<file path="config.mk">
export PLATFORM = sky130hd
export DESIGN_NAME = vga_sync_controller
export DESIGN_NICKNAME = d
export VERILOG_FILES = /design/src/rtl/vga_sync_controller.sv
export SDC_FILE = /design/constraint.sdc
export NUM_CORES = 1
export LEC_CHECK = 0
export BUFFER_PORTS_ARGS = -buffer_cell sky130_fd_sc_hd__buf_2
export CAP_MARGIN = 15
export CORE_ASPECT_RATIO = 1.5
export CORE_UTILIZATION = 61
export CTS_BUF_LIST = sky130_fd_sc_hd__clkbuf_4 sky130_fd_sc_hd__clkbuf_8
export CTS_CLUSTER_SIZE = 14
export DETAILED_ROUTE_END_ITERATION = 6
export PLACE_DENSITY_LB_ADDON = 0.3
export SYNTH_ARGS = -nofsm -noshare
export SYNTH_HDL_FRONTEND = slang
export SYNTH_SLANG_ARGS = --single-unit
</file>
<file path="constraint.sdc">
create_clock -name clk -period 4.2 [get_ports clk]
set_input_delay 1.26 -clock clk [delete_from_list [all_inputs] [get_ports clk]]
set_output_delay 1.26 -clock clk [all_outputs]
set_load 0.01 [all_outputs]
</file>
<file path="src/rtl/vga_sync_controller.sv">
// vga_sync_controller
// Owns raster timing for the VGA path: divides clk down to a pixel tick,
// steps the horizontal/vertical counters, emits the end-of-line and
// start-of-frame strobes and decodes hsync/vsync/video_on (registered,
// one clk behind the counters).
//
// Build option: define VGA_FRAME_CNT_EN to add an 8-bit frame_count output
// that advances on every frame_start. Without it the port does not exist.
//
// Reset is asynchronous and active-high.

module vga_sync_controller #(
  parameter int CLK_DIV   = 2,
  parameter int H_VISIBLE = 640,
  parameter int H_FRONT   = 16,
  parameter int H_SYNC    = 96,
  parameter int H_BACK    = 48,
  parameter int V_VISIBLE = 480,
  parameter int V_FRONT   = 10,
  parameter int V_SYNC    = 2,
  parameter int V_BACK    = 33
) (
  input  logic       clk,
  input  logic       reset,
  input  logic       run,
  output logic [9:0] h_count,
  output logic [9:0] v_count,
  output logic       enable_v,
  output logic       frame_start,
  output logic       hsync,
  output logic       vsync,
  output logic       video_on
`ifdef VGA_FRAME_CNT_EN
  ,
  output logic [7:0] frame_count
`endif
);

  localparam int H_TOTAL = H_VISIBLE + H_FRONT + H_SYNC + H_BACK;
  localparam int V_TOTAL = V_VISIBLE + V_FRONT + V_SYNC + V_BACK;

  localparam logic [3:0] DIV_LAST = 4'(CLK_DIV - 1);
  localparam logic [9:0] H_LAST   = 10'(H_TOTAL - 1);
  localparam logic [9:0] V_LAST   = 10'(V_TOTAL - 1);
  localparam logic [9:0] H_VIS    = 10'(H_VISIBLE);
  localparam logic [9:0] V_VIS    = 10'(V_VISIBLE);
  localparam logic [9:0] HS_FIRST = 10'(H_VISIBLE + H_FRONT);
  localparam logic [9:0] HS_LAST  = 10'(H_VISIBLE + H_FRONT + H_SYNC - 1);
  localparam logic [9:0] VS_FIRST = 10'(V_VISIBLE + V_FRONT);
  localparam logic [9:0] VS_LAST  = 10'(V_VISIBLE + V_FRONT + V_SYNC - 1);

  // Reject geometries the 4-bit divider or 10-bit counters cannot hold.
  if (CLK_DIV < 1 || CLK_DIV > 16) begin : g_bad_div
    $error("vga_sync_controller: CLK_DIV must be 1..16");
  end
  if (H_TOTAL > 1024 || V_TOTAL > 1024) begin : g_bad_total
    $error("vga_sync_controller: H_TOTAL and V_TOTAL must fit in 10 bits");
  end
  if (H_SYNC < 1 || V_SYNC < 1) begin : g_bad_sync
    $error("vga_sync_controller: sync widths must be at least 1");
  end

  logic [3:0] div_q, div_d;
  logic [9:0] h_q, h_d;
  logic [9:0] v_q, v_d;
  logic       hsync_q, hsync_d;
  logic       vsync_q, vsync_d;
  logic       video_q, video_d;
  logic       tick;
  logic       line_end;
  logic       frame_end;

  // Strobes are combinational from registered state so they line up with
  // the edge that actually wraps the counters; run low kills them at once.
  assign tick      = run && (div_q == DIV_LAST);
  assign line_end  = tick && (h_q == H_LAST);
  assign frame_end = line_end && (v_q == V_LAST);

  // Pixel divider: free-runs 0..CLK_DIV-1 while run is high, holds otherwise.
  always_comb begin
    div_d = div_q;
    if (run) begin
      div_d = (div_q == DIV_LAST) ? 4'd0 : div_q + 4'd1;
    end
  end

  // Horizontal position advances once per pixel tick and wraps at the line end.
  always_comb begin
    h_d = h_q;
    if (tick) begin
      h_d = (h_q == H_LAST) ? 10'd0 : h_q + 10'd1;
    end
  end

  // Vertical line advances on each line end and wraps at the frame end.
  always_comb begin
    v_d = v_q;
    if (line_end) begin
      v_d = (v_q == V_LAST) ? 10'd0 : v_q + 10'd1;
    end
  end

  // Decode syncs and visible area from the current counters; registered below.
  always_comb begin
    hsync_d = !((h_q >= HS_FIRST) && (h_q <= HS_LAST));
    vsync_d = !((v_q >= VS_FIRST) && (v_q <= VS_LAST));
    video_d = run && (h_q < H_VIS) && (v_q < V_VIS);
  end

  // Raster state and decoded outputs.
  always_ff @(posedge clk or posedge reset) begin
    if (reset) begin
      div_q   <= 4'd0;
      h_q     <= 10'd0;
      v_q     <= 10'd0;
      hsync_q <= 1'b1;
      vsync_q <= 1'b1;
      video_q <= 1'b0;
    end else begin
      div_q   <= div_d;
      h_q     <= h_d;
      v_q     <= v_d;
      hsync_q <= hsync_d;
      vsync_q <= vsync_d;
      video_q <= video_d;
    end
  end

`ifdef VGA_FRAME_CNT_EN
  logic [7:0] frame_cnt_q, frame_cnt_d;

  // Frame counter wraps naturally at 255; frame_end already implies run.
  always_comb begin
    frame_cnt_d = frame_cnt_q;
    if (frame_end) begin
      frame_cnt_d = frame_cnt_q + 8'd1;
    end
  end

  // Frame counter register.
  always_ff @(posedge clk or posedge reset) begin
    if (reset) begin
      frame_cnt_q <= 8'd0;
    end else begin
      frame_cnt_q <= frame_cnt_d;
    end
  end

  assign frame_count = frame_cnt_q;
`endif

  assign h_count     = h_q;
  assign v_count     = v_q;
  assign enable_v    = line_end;
  assign frame_start = frame_end;
  assign hsync       = hsync_q;
  assign vsync       = vsync_q;
  assign video_on    = video_q;

endmodule
</file>
==> flow_metrics.tcl <==
set metrics [dict create \
    status "finished, final reports clean" \
    layout-area-overhead-vs-synth_pct 12.9 \
    synth_edf_count 0 \
    hp-class "register to register" \
    crit_top_cell "buf_2" \
    rsz0062_at_grt "no" \
    yosys-top-cells-area "dfrtp_1 (44%), xnor2_1 (5.6%), ha_1 (4.4%), dfstp_2 (3.7%), nand3_1 (3.5%)" \
    vias_per_cell 6.22 \
    avgSynthCellArea_um2 10.1 \
    fin_crit_sh 0.893 \
    die_w_um 41.4 \
    layout_min_cycle_time_ns 3.75 \
    synth-compound-area-share 0.0925 \
    dp.cells 188 \
    rr_endpoint "v_count[3]" \
    hp-start "div_q[3]" \
    hold_violations 0 \
    cts-root-buf "clkbuf_4" \
    holdWs_ns 0.514 \
    dr.pass1.iters 4 \
    htree_levels 1 \
    wl_um 3050 \
    fill_cells 178 \
    routedWlPerCell_um 15.9 \
    num_rows 21 \
    required_ns 2.94 \
    cts_tree "yes" \
    cp_slowest_cell "or3_1" \
    clock_latency_ns 0.33 \
    synth_top_area_cell "dfrtp_1" \
    hpwl_um 2170 \
    setup_viol 0 \
    grt_pass1_vias 1069 \
    place_area_um2 1580 \
    ir_worst_vdd_mv 0.228 \
    p_total_mw 0.566 \
    tightest_slew_ns 1.00 \
    whs_endpoint "div_q[3]" \
    clock_skew_ns 0.00241 \
    synth_top_family_by_area "simple AND/OR/NAND/NOR gates" \
    clkTransAtPathRegs_ns 0.14 \
    final-seq-area_um2 678 \
    tns_ns 0 \
    ys_ff_latch 27 \
    cp_max_fo 9 \
    cts_hold_buf 0 \
    powerDensity_nw_per_um2 353 \
    postRouteAntennaNets 0 \
    muxShareOfSynthArea 0.0159 \
    dieArea_um2 2530 \
    synthAdderAreaFrac 0.0441 \
    multiInputGateArea_um2 692 \
    synth_async_sr_flop_share 1.00 \
    cp_cell_sequence "buf_2 -> nand4bb_1 -> or3_1 -> nor3_1 -> buf_2" \
    routabilityCongestion 0.803 \
    synth.most_common_cell "dfrtp_1" \
    reg2reg_depth 6 \
    syn-num-nets 148 \
    final_cell_area_um2 1600 \
    synth_ff_type "dfrtp_1" \
    grt_max_degree 28 \
    arrival_ns 2.49 \
    seq_area_frac_synth 0.478 \
    stdcell_count 192 \
    fin_ws_ns 0.451 \
    synth_xor_area_frac 0.0802 \
    final_util 0.726 \
    drive_gt1_frac 0.237 \
    yosys.area_share.simple 0.255 \
    num_vias 1194 \
    synth_common_cells "dfrtp_1 (25), nand3_1 (10), nand2_1 (9), xnor2_1 (9), nor2_1 (8)" \
    reg2reg_from "v_count[0]" \
    numCtsBuffers 3 \
    overflow 0 \
    maxCapViolations 0 \
    clock_sinks 27 \
    drc 0 \
    hold_depth 1 \
    ys_types 39 \
    coreArea_um2 2210 \
    pin_count 28 \
    cts_setup_buffers 0 \
    grt_first_pass_wirelength_um 4630 \
    critPathLaunchType "input port" \
    cts_buffer_depth 2 \
    maxSlewHeadroom 0.331 \
    syn-cell-area_um2 1420 \
    drtIter0Drc 83 \
    initial_core_util 0.643 \
    antenna_found_initial 0 \
    grt_usage 0.270 \
    power.leakage_nw 0.763 \
    max_stage_delay_ns 0.56 \
    worstSetupPathType "input port to primary output" \
    synthCells 140 \
    cts_resized 0 \
    critPathCaptureType "primary output" \
    yosysWarningCount 0 \
    nNetsFinal 178 \
    io_buffer_count 27 \
    reg2reg_setup_slack_ns 2.07 \
    antenna_cells 0 \
    slew_violations 0 \
    chipHeight_um 61.1 \
    synth_top_cell_area_share 0.441 \
    dpl_worst_slack_ns 0.460 \
    fmax_mhz 267 \
]
report_power, final:
part / internal (mW) / total [mW] / switching (mW)
registers: 0.289 / 0.331 / 0.0416
logic: 0.0540 / 0.122 / 0.0681
clock network: 0.0358 / 0.113 / 0.0775
total: 0.379 / 0.566 / 0.187
layout make-up:
class | count | area share
well taps | 23 | 0.0180
flip-flops and latches | 27 | 0.423
clock buffers | 3 | 0.0141
clock inverters | 1 | 0.00312
multi-input cells | 102 | 0.432
repair buffers | 29 | 0.0937
inverters | 7 | 0.0164
critical path, delay by kind of cell:
family | cells | cell delay, ns
buf+inv | 2 | 0.30
simple gates | 3 | 0.93
metal layers:
layer / global-route usage / wire (um) / up-vias
li1: - / - / 567
met1: 0.320 / 1260 / 580
met2: 0.475 / 1640 / 41
met3: 0.0253 / 106 / 6
met4: 0.111 / 42 / 0
met5: 0 / 0 / -
worst max path at each step:
| stage | startpoint | to | slack [ns] | cells past startpoint |
|---|---|---|---|---|
| floorplan | run | frame_start | 0.64 | 5 |
| global placement | run | frame_start | 0.49 | 5 |
| detailed placement | run | frame_start | 0.46 | 5 |
| CTS | run | frame_start | 0.45 | 5 |
| global route | run | frame_start | 0.34 | 5 |
| finish | run | frame_start | 0.45 | 5 |
layout by cell type (no fill, tap or decap), drive strengths merged:
| cell type | netlist | routed |
|---|---|---|
| o21ai | 7 | 7 |
| nor4 | 3 | 3 |
| a21o | 1 | 1 |
| o31ai | 1 | 1 |
| nor3b | 1 | 1 |
| mux2 | 2 | 2 |
| a31o | 1 | 1 |
| nor3 | 7 | 7 |
| a31oi | 1 | 1 |
| a21oi | 5 | 5 |
| and3 | 2 | 2 |
| nor2 | 9 | 9 |
| o211ai | 1 | 1 |
| a22o | 1 | 1 |
| or3 | 3 | 3 |
| clkbuf | 2 | 3 |
| nand4bb | 1 | 1 |
| nand2 | 9 | 9 |
| or4 | 1 | 1 |
| and3b | 1 | 1 |
| nor4bb | 1 | 1 |
| o2111ai | 1 | 1 |
| ha | 5 | 5 |
| and4 | 2 | 2 |
| nand3 | 10 | 10 |
| buf | 2 | 29 |
| dfrtp | 25 | 25 |
| a211o | 1 | 1 |
| nand4b | 2 | 2 |
| nand4 | 7 | 7 |
| clkinv | 0 | 1 |
| xor2 | 4 | 4 |
| dfstp | 2 | 2 |
| inv | 7 | 7 |
| a211oi | 1 | 1 |
| xnor2 | 9 | 9 |
| nor4b | 2 | 2 |
registers in the layout (all words and copies together), names as in the netlist:
register	cells
div_q	4
h_count	10
hsync	1
v_count	10
video_on	1
vsync	1
cell families after synthesis:
logic type	Yosys count
AND/OR/NAND/NOR	61
AO/OA/AOI/OAI	21
flip-flops	27
XOR/XNOR	13
buffers and inverters	11
adder cells (fa/ha/maj)	5
multiplexers	2
(Power assumes the default switching activity.)
